$ cat config.mk
export PLATFORM = sky130hd
export DESIGN_NAME = div_unit
export DESIGN_NICKNAME = d
export VERILOG_FILES = /design/src/rtl/div_unit.sv
export SDC_FILE = /design/constraint.sdc
export NUM_CORES = 1
export LEC_CHECK = 0
export CAP_MARGIN = 10
export CORE_MARGIN = 1
export CORE_UTILIZATION = 58
export CTS_CLUSTER_DIAMETER = 200
export CTS_CLUSTER_SIZE = 30
export DETAILED_ROUTE_END_ITERATION = 16
export GPL_ROUTABILITY_DRIVEN = 0
export GPL_TIMING_DRIVEN = 0
export PLACE_DENSITY = 0.82
export SYNTH_ARGS = -nofsm -noshare
export SYNTH_HDL_FRONTEND = slang
export SYNTH_SLANG_ARGS = --single-unit
export TNS_END_PERCENT = 5
$ cat constraint.sdc
create_clock -name clk_i -period 7.6 [get_ports clk_i]
set_clock_uncertainty 0.1 [all_clocks]
set_input_delay 1.52 -clock clk_i [delete_from_list [all_inputs] [get_ports clk_i]]
set_output_delay 1.52 -clock clk_i [all_outputs]
set_load 0.03 [all_outputs]
$ cat src/rtl/div_unit.sv
// Iterative 32-bit integer divider (DIV/DIVU): radix-2 restoring, one quotient bit per cycle.
// Produces {remainder, quotient}; divide-by-zero returns zero after a short ZERO state.
`timescale 1ns/1ps
module div_unit #(
  parameter int unsigned WIDTH = 32
) (
  input  logic               clk_i,
  input  logic               rst_ni,
  input  logic               start_i,
  input  logic               sign_i,
  input  logic               annul_i,
  input  logic [WIDTH-1:0]   a_i,
  input  logic [WIDTH-1:0]   b_i,
  output logic               busy_o,
  output logic               ready_o,
  output logic [2*WIDTH-1:0] result_o
);

  typedef enum logic [1:0] {StIdle, StZero, StBusy, StDone} state_e;

  localparam logic [5:0] LastCnt = 6'(WIDTH - 1);

  state_e               state_q, state_d;
  logic [5:0]           cnt_q, cnt_d;
  logic [WIDTH-1:0]     rem_q, rem_d;
  logic [WIDTH-1:0]     quo_q, quo_d;
  logic [WIDTH-1:0]     div_q, div_d;
  logic                 neg_quo_q, neg_quo_d;
  logic                 neg_rem_q, neg_rem_d;
  logic [2*WIDTH-1:0]   result_q, result_d;

  logic [WIDTH-1:0]     a_mag, b_mag;
  logic [WIDTH:0]       shifted, diff;
  logic                 ge;
  logic [WIDTH-1:0]     step_rem, step_quo;
  logic [WIDTH-1:0]     fin_rem, fin_quo;

  // Magnitudes fit in WIDTH bits even for the most negative value.
  assign a_mag = (sign_i && a_i[WIDTH-1]) ? -a_i : a_i;
  assign b_mag = (sign_i && b_i[WIDTH-1]) ? -b_i : b_i;

  // quo_q holds the remaining dividend bits and collects quotient bits from the right.
  assign shifted  = {rem_q, quo_q[WIDTH-1]};
  assign ge       = shifted >= {1'b0, div_q};
  assign diff     = shifted - {1'b0, div_q};
  assign step_rem = ge ? diff[WIDTH-1:0] : shifted[WIDTH-1:0];
  assign step_quo = {quo_q[WIDTH-2:0], ge};
  assign fin_quo  = neg_quo_q ? -step_quo : step_quo;
  assign fin_rem  = neg_rem_q ? -step_rem : step_rem;

  always_comb begin
    state_d   = state_q;
    cnt_d     = cnt_q;
    rem_d     = rem_q;
    quo_d     = quo_q;
    div_d     = div_q;
    neg_quo_d = neg_quo_q;
    neg_rem_d = neg_rem_q;
    result_d  = result_q;
    unique case (state_q)
      StIdle: begin
        if (start_i && !annul_i) begin
          if (b_i == '0) begin
            state_d = StZero;
          end else begin
            state_d   = StBusy;
            cnt_d     = '0;
            rem_d     = '0;
            quo_d     = a_mag;
            div_d     = b_mag;
            neg_quo_d = sign_i & (a_i[WIDTH-1] ^ b_i[WIDTH-1]);
            neg_rem_d = sign_i & a_i[WIDTH-1];
          end
        end
      end
      StZero: begin
        if (annul_i) begin
          state_d = StIdle;
        end else begin
          state_d  = StDone;
          result_d = '0;
        end
      end
      StBusy: begin
        if (annul_i) begin
          state_d = StIdle;
        end else begin
          rem_d = step_rem;
          quo_d = step_quo;
          cnt_d = cnt_q + 6'd1;
          if (cnt_q == LastCnt) begin
            state_d  = StDone;
            result_d = {fin_rem, fin_quo};
          end
        end
      end
      StDone:  state_d = StIdle;
      default: state_d = StIdle;
    endcase
  end

  always_ff @(posedge clk_i or negedge rst_ni) begin
    if (!rst_ni) begin
      state_q   <= StIdle;
      cnt_q     <= '0;
      rem_q     <= '0;
      quo_q     <= '0;
      div_q     <= '0;
      neg_quo_q <= 1'b0;
      neg_rem_q <= 1'b0;
      result_q  <= '0;
    end else begin
      state_q   <= state_d;
      cnt_q     <= cnt_d;
      rem_q     <= rem_d;
      quo_q     <= quo_d;
      div_q     <= div_d;
      neg_quo_q <= neg_quo_d;
      neg_rem_q <= neg_rem_d;
      result_q  <= result_d;
    end
  end

  // Gated by reset so a start held during reset never raises a stall.
  assign busy_o   = rst_ni & (((state_q == StIdle) & start_i & ~annul_i) |
                              (state_q == StZero) | (state_q == StBusy));
  assign ready_o  = (state_q == StDone);
  assign result_o = result_q;

endmodule

==> results.md <==
* Reg2Reg Setup Slack at 1.05 ns
* HP Start: result_o[35]
* Psw at 0.00246 W
* Worst-path maximum fanout at 10
* Sink Count at 170
* H-tree levels at 4
* VDD IR max at 0.201 mV
* Routed WL at 34.8 mm
* Flop pwr share at between 20% and 30%
* Drt pass-1 iters at 7
* Routed Antenna Nets at 0
* Most used flip-flop cell after synthesis: dfrtp_1
* Vias in the first global route at 10.9k
* Worst hold margin at roughly 0.38 ns
* # port buffers at 134
* Horiz. Die Dim at 146 um
* Sequential area share after synthesis at 35.3%
* First-pass GRT wire length at 56.2 mm
* Highest routed layer: met4
* Die Ht at 146 um
* Final cell count without fillers at 1932
* Drt wl/cell at about 18 um
* Mapped Cells at 1495
* Crit path from: rem_q[5]
* CP endpoint kind: flop
* Endpoints failing setup at 0
* Req. time, crit path at 7.82 ns
* WL met2 at 15.0 mm
* First DRT Iteration DRCs at between 1k and 1.5k
* Post-CTS sizing at 0
* Clock slew at reported path FFs at 0.07 ns
* CP Buf/Inv Count at 5
* Final WS setup at approximately 1.1 ns
* Kind of start point of the critical path: flop
* Status: finished, final reports clean
* Post-synth top area share at between 30% and 40%
* Clock buffer depth at 2
* Largest net degree at the start of global routing at roughly 120
* Rows at 52
* Routed vias/inst at between 6 and 7
* Post-layout min period at approximately 6.5 ns
* Layout cell share with drive strength beyond 1 at under 10%
* Worst hold-check path type: reg -> reg
* Worst Path Arrival at 6.76 ns
* Crit-path slowest cell: dfrtp_1
* Synth Cell Area at around 12000 um^2
* Core ar. at 20300 um^2
* Die area at around 21000 um^2
* Ranking of synthesized cells by area: dfrtp_1 (35%), nand2_1 (8.2%), o21ai_0 (7.0%), xor2_1 (5.5%), a21oi_1 (4.6%)
* CTS tree: built
* Critical path type: reg -> reg
* Crit. path cell count at 23
* Syn_nets at 1606
* Top-count cell post-synth: nand2_1
* FF-to-FF Start: rem_q[5]
* Worst rel slew slack at 23.3%
* Slew @ Worst Pin at 1.14 ns
* Placed cells at 1900
* DRC viols at 0
* Layout area overhead at 19.3%
* RSZ-0062 raised after global routing: no
* Root Buffer: clkbuf_16
* Hold_buf cts at 0
* Commonest cells post-synth: nand2_1 (263), dfrtp_1 (170), o21ai_0 (168)
* Io pins at 135
* Hold depth at 2
* Skew-Pair Late Insertion Delay at ~0.45 ns
* Via count at 11.9k
* Pint at 0.00260 W
* DR WL met3 at ~3.7 mm
* Leakage power at a little over 6 nW
* Combinational fraction of design power at between 50% and 60%
* Fin. max-slew vios at 0
* M1 wire length at 15.3 mm
* FF-to-FF path depth at 23
* Pwr/cell area at ~350 nW/um^2
* Avg Inst Size Synth at 8.05 um^2
* Fraction of registers with async set/reset at 100%
* Register bit count reported by yosys at 170
* EDFF count, synth at 0
* Yosys top cell by area: dfrtp_1
* Max-cap viol count at 0
* Crit-path leading delay family: compound AO/OA/AOI/OAI gates
* Global-route usage over all layers at 33.0%
* Unique masters post-synth at 81
* Final hold vios at 0
* Initial Utilization at 59.3%
* DP Worst Slack at roughly 1.3 ns
* # diodes at 0
* Max Freq at 0.153 GHz
* Final Net Count at 1760
* Initial antenna violation count at 0
* Tcrit/Tclk final at 86.1%
* Clk network pwr share at around 18%
* Cts bufs inserted at 17
* Total grt overflow at 0
* Synthesis warning total at 0
* Crit-path max cell delay at ~0.56 ns
* Post-CTS Setup Bufs at 0
* Final HPWL DP at 26.6 mm
* Switching Share at 48.6%
* Worst-path cell chain: ha_1 -> clkbuf_1 -> a21oi_1 -> o21ai_0 -> a21o_1 -> o311ai_4 -> nand2_4 -> inv_2 -> buf_6 -> buf_2 -> buf_2 -> mux2i_1 -> ha_1 -> nand2_1 -> or3_1 -> or2_1 -> or4_1 -> o31a_1 -> o31a_1 -> nand4b_1 -> o31ai_1 -> xor2_1 -> o21ai_1
==> registers in the layout, indices dropped and copies added (netlist names) <==
register and count:
result_o 64, rem_q 32, neg_rem_q 1, div_q 32, neg_quo_q 1, state_q 2, cnt_q 6, quo_q 32
==> layout make-up <==
| type | instances | area, um^2 |
|---|---|---|
| Inverter | 57 | 214 |
| Tap cell | 270 | 338 |
| Multi-Input combinational cell | 1194 | 7260 |
| Timing Repair Buffer | 135 | 1370 |
| Sequential cell | 170 | 4250 |
| Buffer | 74 | 314 |
| Clock inverter | 15 | 184 |
| Fill cell | 1644 | 5940 |
| Clock buffer | 17 | 425 |
==> final timing paths <==
kind | end
worst min register to register | result_o[35]
min in group asynchronous | result_o[55]
worst min-delay path | result_o[35]
max in group asynchronous | cnt_q[1]
worst max register to register | result_o[60]
worst max-delay path | result_o[60]
==> power by group through the flow <==
stage	Sequential (W)	Combinational, W	Clock, W
5_1_grt	0.00151	0.00293	0.000936
6_report	0.00148	0.00268	0.000893
4_1_cts	0.00146	0.00264	0.000898
3_5_place_dp	0.00148	0.00262	0
3_3_place_gp	0.00147	0.00255	0
2_1_floorplan	0.00164	0.00158	0
==> stage by stage <==
step / util, % / area (um^2) / TNS [ns] / total power (W)
3_3_place_gp: 67.6 / 13700 / -321.20 / 0.00402
5_1_grt: 70.7 / 14400 / 0 / 0.00538
3_5_place_dp: 67.7 / 13800 / 0 / 0.00410
6_report: 70.7 / 14400 / 0 / 0.00505
4_1_cts: 70.7 / 14400 / 0 / 0.00500
2_1_floorplan: - / 12000 / 0 / 0.00322
==> routing by layer <==
layer | vias to the layer above | global-route usage, %
met1 | 5601 | 49.2
met3 | 87 | 5.50
li1 | 5639 | -
met5 | - | 0
met2 | 614 | 49.2
met4 | 0 | 10.3
==> logic make-up (layout without fill, tap and decap cells) <==
family	Yosys count	count (layout)	share of synthesized area (%)
buf+inv	131	298	4.39
xor+xnor	135	135	9.82
flops	170	170	35.3
compound gates	456	456	23.6
fa+ha+maj	42	42	4.43
mux	20	20	1.66
simple gates	541	541	20.8
==> cell usage in the layout, fill, tap and decap left out, types with 47 or more instances in the layout <==
master / Yosys / layout
clkdlybuf4s50_1: 0 / 133
o21ai_0: 168 / 168
xor2_1: 75 / 75
nand2_1: 263 / 263
xnor2_1: 60 / 60
a21oi_1: 111 / 111
dfrtp_1: 170 / 170
nor2_1: 98 / 98
inv_1: 56 / 56
o31ai_1: 47 / 47
==> worst reg2reg max path: stages (launching register included) <==
cell and delay [ns]:
dfrtp_1 0.56, ha_1 0.29, clkbuf_1 0.19, a21oi_1 0.22, o21ai_0 0.19, a21o_1 0.30
o311ai_4 0.49, nand2_4 0.13, inv_2 0.17, buf_6 0.20, buf_2 0.26, buf_2 0.33
mux2i_1 0.43, ha_1 0.26, nand2_1 0.07, or3_1 0.32, or2_1 0.27, or4_1 0.48
o31a_1 0.26, o31a_1 0.15, nand4b_1 0.24, o31ai_1 0.29, xor2_1 0.18, o21ai_1 0.07
Power figures use the tool's default switching activity.
